<file path="src/rtl/cpu_bus_responder.sv">
// rtl/cpu_bus_responder.sv - program/data memory responder for a 4-bit CPU bus
// Host loads a 32-nibble program; CPU fetches nibbles, jumps, and reads/writes a 16-nibble RAM.
module cpu_bus_responder (
  input  logic       CLK,
  input  logic       RST,
  input  logic [3:0] I_D,
  input  logic       MAR,
  input  logic       WRITE,
  input  logic       JMP,
  input  logic       I,
  input  logic       LD_EN,
  input  logic [3:0] LD_D,
  output logic [3:0] O_D,
  output logic       ERR
);

  typedef enum logic [1:0] {ST_RUN, ST_JMP_HI, ST_LOAD} state_t;

  state_t     state_q, state_d;
  logic [4:0] pc_q, pc_d;
  logic [4:0] ld_ptr_q, ld_ptr_d;
  logic [3:0] mar_q, mar_d;
  logic [3:0] jlo_q, jlo_d;
  logic [3:0] o_d_q, o_d_d;
  logic       err_q, err_d;
  logic       ram_we;
  logic       prog_we;

  logic [3:0] prog [32];
  logic [3:0] ram_q [16];

  always_comb begin
    state_d  = state_q;
    pc_d     = pc_q;
    ld_ptr_d = ld_ptr_q;
    mar_d    = mar_q;
    jlo_d    = jlo_q;
    o_d_d    = o_d_q;
    err_d    = err_q;
    ram_we   = 1'b0;
    prog_we  = 1'b0;

    if (LD_EN) begin
      state_d  = ST_LOAD;
      prog_we  = 1'b1;
      ld_ptr_d = ld_ptr_q + 5'd1;
      o_d_d    = 4'd0;
    end else begin
      case (state_q)
        ST_LOAD: begin
          state_d  = ST_RUN;
          pc_d     = 5'd0;
          ld_ptr_d = 5'd0;
          o_d_d    = prog[0];
        end
        ST_JMP_HI: begin
          // Second jump nibble: only bit 0 is meaningful, all other strobes are protocol errors.
          state_d = ST_RUN;
          pc_d    = {I_D[0], jlo_q};
          o_d_d   = prog[pc_d];
          if (MAR || WRITE || JMP) err_d = 1'b1;
        end
        default: begin
          if (JMP) begin
            jlo_d   = I_D;
            state_d = ST_JMP_HI;
          end else if (MAR) begin
            mar_d = I_D;
            if (WRITE) err_d = 1'b1;
          end else if (WRITE) begin
            ram_we = 1'b1;
          end else if (I) begin
            pc_d = pc_q + 5'd1;
          end
          // RAM readback forwards a same-edge write so the CPU sees the new value.
          if (I) o_d_d = prog[pc_d];
          else if (ram_we) o_d_d = I_D;
          else o_d_d = ram_q[mar_d];
        end
      endcase
    end
  end

  always_ff @(posedge CLK or posedge RST) begin
    if (RST) begin
      state_q  <= ST_RUN;
      pc_q     <= 5'd0;
      ld_ptr_q <= 5'd0;
      mar_q    <= 4'd0;
      jlo_q    <= 4'd0;
      o_d_q    <= 4'd0;
      err_q    <= 1'b0;
      for (int k = 0; k < 16; k++) ram_q[k] <= 4'd0;
    end else begin
      state_q  <= state_d;
      pc_q     <= pc_d;
      ld_ptr_q <= ld_ptr_d;
      mar_q    <= mar_d;
      jlo_q    <= jlo_d;
      o_d_q    <= o_d_d;
      err_q    <= err_d;
      if (ram_we) ram_q[mar_q] <= I_D;
    end
  end

  // Program store has no reset so its contents survive RST; writes are blocked while RST is high.
  always_ff @(posedge CLK) begin
    if (prog_we && !RST) prog[ld_ptr_q] <= LD_D;
  end

  assign O_D = o_d_q;
  assign ERR = err_q;

endmodule
</file>
<file path="config.mk">
export PLATFORM = sky130hd
export DESIGN_NAME = cpu_bus_responder
export DESIGN_NICKNAME = d
export VERILOG_FILES = /design/src/rtl/cpu_bus_responder.sv
export SDC_FILE = /design/constraint.sdc
export NUM_CORES = 1
export LEC_CHECK = 0
export ABC_AREA = 1
export BUFFER_PORTS_ARGS = -buffer_cell sky130_fd_sc_hd__buf_4
export CORE_ASPECT_RATIO = 0.75
export CORE_MARGIN = 2
export CORE_UTILIZATION = 52
export DETAILED_ROUTE_END_ITERATION = 8
export PLACE_DENSITY = 0.68
export SLEW_MARGIN = 20
export SYNTH_ARGS = -nofsm -noshare
export SYNTH_HDL_FRONTEND = slang
export SYNTH_SLANG_ARGS = --single-unit
</file>
<file path="constraint.sdc">
create_clock -name CLK -period 6.8 [get_ports CLK]
set_clock_uncertainty 0.2 [all_clocks]
set_input_delay 0.68 -clock CLK [delete_from_list [all_inputs] [get_ports CLK]]
set_output_delay 0.68 -clock CLK [all_outputs]
set_load 0.03 [all_outputs]
</file>
==> results of run 1 <==
routing by layer:
| layer | global-route usage | vias up | part of all wire |
|---|---|---|---|
| met5 | 0 | - | 0 |
| met4 | 0.0728 | 0 | 0.025 |
| met3 | 0.0696 | 68 | 0.13 |
| met2 | 0.406 | 664 | 0.40 |
| met1 | 0.487 | 4447 | 0.44 |
| li1 | - | 4223 | - |
cell usage in the layout (no fill, tap or decap), drive strengths merged, types with 7 or more instances in the layout:
cell	count
a21oi	12
buf	26
clkbuf	26
clkinv	9
dfrtp	89
edfxtp	128
ha	7
inv	47
nand2	305
nand3	231
nor2	112
o211ai	13
o21ai	145
o221ai	28
o22ai	8
sequential cells by signal, indices dropped and copies added (netlist names):
signal and flops:
O_D 4, ram_q 64, ERR 1, ld_ptr_q 5, mar_q 4, prog 128, jlo_q 4, state_q 2
pc_q 5
through the flow:
stage               area, um^2   util  instances
detailed placement       11100  0.545       1458
global placement         11100  0.545       1458
global route             11800  0.581       1499
CTS                      11800  0.581       1499
floorplan                10900      -       1211
finish                   11800  0.581       1499
final cells by class:
type	instances	area share
Tap cell	282	0.0298
Clock inverter	14	0.0111
Sequential cell	217	0.513
Clock buffer	26	0.0496
Inverter	48	0.0153
Timing Repair Buffer	27	0.0173
Multi-Input combinational cell	885	0.364
what timing repair did:
| item | CTS | global route |
|---|---|---|
| endpoints found under the hold margin | 19 | 0 |
| hold buffers | 1 | 0 |
| setup buffers | 0 | 0 |
how the worst max path moves through the flow:
stage | cells past startpoint | end | slack [ns] | start
after CTS | 14 | O_D[2] | 3.61 | I_D[0]
after floorplan | 1 | ERR | 3.61 | RST
after global placement | 14 | O_D[2] | 3.04 | I_D[0]
final | 14 | O_D[1] | 3.52 | I_D[0]
after detailed placement | 14 | O_D[2] | 3.09 | I_D[0]
after global routing | 14 | O_D[1] | 3.33 | I_D[0]
power breakdown:
part / internal (W) / switching, W
Sequential: 0.00149 / 0.0000814
Combinational: 0.000271 / 0.000690
Clock: 0.000697 / 0.000523
logic make-up after synthesis:
family                   after synthesis
AND/OR/NAND/NOR                      663
buffers and inverters                109
AO/OA/AOI/OAI                        210
adder cells (fa/ha/maj)                7
XOR/XNOR                               4
multiplexers                           1
flip-flops                           217
worst register-to-register path, delay by kind of cell (launching register included):
| family | cells | cell delay (ns) |
|---|---|---|
| AND/OR/NAND/NOR | 5 | 1.34 |
| buffers and inverters | 4 | 0.62 |
| adder cells (fa/ha/maj) | 1 | 0.48 |
| flip-flops | 1 | 0.35 |
| AO/OA/AOI/OAI | 1 | 0.08 |
==> impl_results.md, run 1 <==
* Initial antenna violation count at 0
* Total gr overflow at 0
* Synth area leader: edfxtp_1
* Crit path DAT at 3.46 ns
* Largest stage delay, worst path at 0.58 ns
* Critical Path Fanout Max at 34
* Clock Latency Late Sink at 0.52 ns
* Post-Synth Adder-Cell Area at 0.00806
* Unrepaired setup endpoints after global routing: false
* Hold Vio Cnt, Final at 0
* Crit end category: flop
* Die ar. at 22,100 um^2
* CTS tree: yes
* Post-synthesis sequential area ratio at 0.559
* Reg area at 6070 um^2
* Largest family of logic cells by synthesized area: simple AND/OR/NAND/NOR gates
* Async set or reset register ratio after synthesis at 0.410
* Number of global-route vias before repair at 8,520
* Port Buf Inserts at 19
* Mux share of post-synthesis cell area at 0.000921
* Via count at 9,402
* Worst Max-Slew Pin Slew at 1.18 ns
* Static leakage at 4.58 nW
* I/O Pins at 20
* Max-slew violations at 0
* Slew Limit Headroom at 0.211
* RD Place Congestion at 0.962
* Clock buffer depth at 3
* Syn avg cell area at 8.97 um^2
* DIE WIDTH at 171 um
* # H-tree levels at 1
* Clock-pin slew on the worst setup and hold paths at 0.07 ns
* Synth Net Count at 1,233
* Area growth from synthesis to layout at 8.96%
* Sinks on Clock Net at 217
* EDFF count, synth at 128
* Crit start category: primary input
* First-pass GRT wire length at 50.4 mm
* Total routed wirelength at 32.6 mm
* Pwr Density at 317 nW/um^2
* Share of cells above drive strength 1 at 0.0805
* HPWL reported at the end of detailed placement at 20.9 mm
* Post-Synth Simple-Gate Area at 0.267
* Antenna viol nets, final at 0
* Initial drt markers at 1,618
* Drt first pass iters at 6
* R2r endpoint: ram_q[8]
* WHS at 0.254 ns
* Crit path time final at 3.28 ns
* Synth top area cells: edfxtp_1, dfrtp_1, nand3_1
* Largest net degree at the start of global routing at 71
* Data required time of the critical path at 6.98 ns
* Post-Synthesis Cells at 1,211
* Post-CTS resize count at 0
* WL/cell at 21.8 um
* DRC Markers at 0
* Total Power at 0.00375 W
* Fill cells at 1,815
* Most instantiated cells after synthesis: nand2_1, nand3_1, o21ai_0
* CP cell instances: buf_4, inv_1, nand3_1, nand2_1, buf_4, inv_1, nand2_1, nand3_1, nand3_1, nand3_1, nand3_1, nand3_1, nand2_1, a21oi_1
* DR vias/cell at 6.27
* Std cell rows at 45
* Crit path buffers/inverters at 4
* HP Class: in -> reg
* Area occupied by multi-input gates at 4310 um^2
* CTS root buf: clkbuf_16
* Synth Area in Compound Gates at 0.113
* Main synth FF type: edfxtp_1
* Post-synth top area share at 0.354
* CTS Buf Count at 22
* Max VDD drop at 0.000291 V
* Max Fclk at 0.305 GHz
* Die Height at 129 um
* Setup slack after layout at 3.52 ns
* Diodes inserted at 0
* Yosys warnings at 0
* Outcome: complete, no violations
* Worst path top cell family by delay: buffers and inverters
* Launch point of the worst reg-to-reg path: state_q[0]
* Final Setup Violations at 0
* Setup TNS at 0 ns
* GRT Overall Usage at 0.301
* R2r worst-path depth at 11
* Post-synthesis xor/xnor area fraction at 0.00737
* Synth cell types at 38
* Max Cap Viol at 0
* Worst slack, placed at 3.09 ns
* Fin crit share at 0.482
* Fin nets at 1,223
* #FFs+latches synth at 217
* Hold Crit Start: JMP
* Setup slack, reg-to-reg at 3.57 ns
* Core area at 20,400 um^2
* Worst Hold Path EP: state_q[1]
* Post-Syn Area at 10,900 um^2
* Most common cell in the netlist: nand2_1
* Cell mode on critical path: nand3_1
* Worst path slowest cell: inv_1
* Hold path cells at 2
* CP Class: in -> reg
* Starting density of the core at 0.533
Power figures use the tool's default switching activity.
==> inputs of run 2 (changes only) <==
PLACE_DENSITY = 0.71   (was 0.68)
clock period = 2.95 ns   (was 6.8 ns; I/O delays follow)
==> run 2 against run 1 <==
  * Design area up 2.0%
  * Total power up 130%
  * Register-to-register slack worse by 3.2 ns
  * Combinational power up 140%
  * Worst setup slack worse by 3.2 ns
  * Critical path depth up 2
  * Largest power group unchanged
==> impl_results.md, run 2 (synthesized netlist as in run 1, its figures left out) <==
* Max Cap Viol at 0
* Std cell rows at 45
* GRT Overall Usage at 0.291
* Crit path buffers/inverters at 5
* Max reg flops at 128
* Cell mode on critical path: nand3_1
* Fin nets at 1,244
* Hold path cells at 5
* HPWL reported at the end of detailed placement at 20.7 mm
* Clock-pin slew on the worst setup and hold paths at 0.06 ns
* Share of cells above drive strength 1 at 0.0889
* Critical Path Fanout Max at 32
* Initial antenna violation count at 0
* Drt first pass iters at 7
* Most frequent cells in the layout: nand2_1, nand3_1, o21ai_0, edfxtp_1, nor2_1
* Sinks on Clock Net at 217
* Slew Limit Headroom at 0.433
* Crit end category: flop
* Fin crit share at 0.888
* Die Height at 129 um
* Post-CTS resize count at 0
* Largest stage delay, worst path at 0.55 ns
* Area growth from synthesis to layout at 11.1%
* RD Place Congestion at 0.976
* Largest net degree at the start of global routing at 67
* Commonest non-fill, non-tap cell in the layout: nand2_1
* Via count at 9,264
* Crit start category: primary input
* Launch point of the worst reg-to-reg path: state_q[0]
* Seq pwr share at 0.412
* Hold Crit Start: I_D[3]
* WHS at 0.0166 ns
* CTS Buf Count at 22
* Die ar. at 22,100 um^2
* CP Class: in -> reg
* Core area at 20,400 um^2
* Antenna viol nets, final at 0
* Clock buffer depth at 3
* I/O Pins at 20
* Unrepaired setup endpoints after global routing: false
* CTS tree: yes
* Met3 Use GR at 0.0767
* Diodes inserted at 0
* Worst path top cell family by delay: buffers and inverters
* Crit path time final at 2.62 ns
* Final Setup Violations at 0
* Crit. path cell count at 16
* CP cell instances: dlygate4sd3_1, buf_4, inv_2, nand2_2, nand2_1, nand2_1, inv_1, buf_4, nand2_1, nand3_1, nand3_1, nand3_1, nand3_1, nand3_1, nand2_1, a21oi_1
* Port Buf Inserts at 19
* Setup slack, reg-to-reg at 0.38 ns
* Total gr overflow at 0
* WL/cell at 20.8 um
* Initial drt markers at 1,550
* Worst path slowest cell: dlygate4sd3_1
* Outcome: complete, no violations
* CTS root buf: clkbuf_16
* Util after Layout at 0.593
* Total Power at 0.00875 W
* Worst Hold Path EP: O_D[3]
* Max VDD drop at 0.000518 V
* HP Class: in -> reg
* Worst slack, placed at 0.416 ns
* DIE WIDTH at 171 um
* Pwr Density at 724 nW/um^2
* Max-slew violations at 0
* Number of global-route vias before repair at 8,571
* GR Layer Usage met2 at 0.406
* Largest registers: prog (128), ram_q (64)
* Sw power at 0.00291 W
* Total routed wirelength at 31.6 mm
* First-pass GRT wire length at 49.0 mm
* # H-tree levels at 1
* Setup TNS at 0 ns
* Data required time of the critical path at 3.18 ns
* Static leakage at 4.71 nW
* Biggest register: prog
* Gr busiest metal: met1
* DR vias/cell at 6.09
* Starting density of the core at 0.533
* Hold Vio Cnt, Final at 0
* Clock Latency Late Sink at 0.51 ns
* Max Fclk at 0.382 GHz
* R2r worst-path depth at 10
* Clock power share at 0.326
* Met1 global-route usage at 0.449
* DRC Markers at 0
* Setup slack after layout at 0.332 ns
* Crit path DAT at 2.85 ns
* Combinational power share at 0.262
* Switching Share at 0.332
* Internal power at 0.00584 W
* R2r endpoint: ram_q[36]
* Worst Max-Slew Pin Slew at 0.846 ns
-- run 2: cell count changes in the layout (fill, tap and decap cells not counted), moves of 2 or more --
cell | previous run | this run
clkbuf_1 | 3 | 8
buf_12 | 0 | 6
clkinv_2 | 6 | 4
buf_4 | 26 | 38
dlygate4sd3_1 | 1 | 4
clkinvlp_4 | 4 | 0
-- run 2: repair_timing --
item,4_1_cts,5_1_grt
setup buffers,0,0
hold endpoints to repair,36,0
hold buffers,4,0
-- run 2: layout make-up --
cell class	instances	area, um^2
Clock buffer	31	606
Clock inverter	9	121
Fill cell	1761	8300
Inverter	48	181
Multi-Input combinational cell	885	4300
Sequential cell	217	6070
Tap cell	282	353
Timing Repair Buffer	48	445
-- run 2: through the flow --
stage | instances | area [um^2]
after detailed placement | 1476 | 11300
final | 1520 | 12100
after CTS | 1520 | 12100
after global placement | 1476 | 11300
after global routing | 1520 | 12100
after floorplan | 1211 | 10900
-- run 2: tightest hold or removal path: stages --
cell and delay (ns):
buf_4 0.12, nand2_1 0.06, nand3_1 0.08, nand2_1 0.08, a21oi_1 0.05
-- run 2: worst max-delay path by stage --
stage	from	endpoint	slack [ns]
3_3_place_gp	state_q[0]	ram_q[53]	0.47
5_1_grt	JMP	O_D[0]	0.08
4_1_cts	JMP	O_D[3]	0.38
6_report	JMP	O_D[0]	0.33
3_5_place_dp	MAR	O_D[3]	0.42
2_1_floorplan	RST	ERR	0.15
-- run 2: power groups by stage --
stage	Combinational (W)	Clock [W]	Sequential (W)
2_1_floorplan	0.00152	0	0.00362
3_5_place_dp	0.00222	0	0.00366
6_report	0.00229	0.00285	0.00360
5_1_grt	0.00249	0.00301	0.00363
4_1_cts	0.00223	0.00288	0.00360
3_3_place_gp	0.00218	0	0.00365
-- run 2: per-layer routing --
metal	vias to the layer above	share of wire
li1	4266	-
met1	4351	0.45
met2	576	0.40
met3	71	0.12
met4	0	0.024
met5	-	0
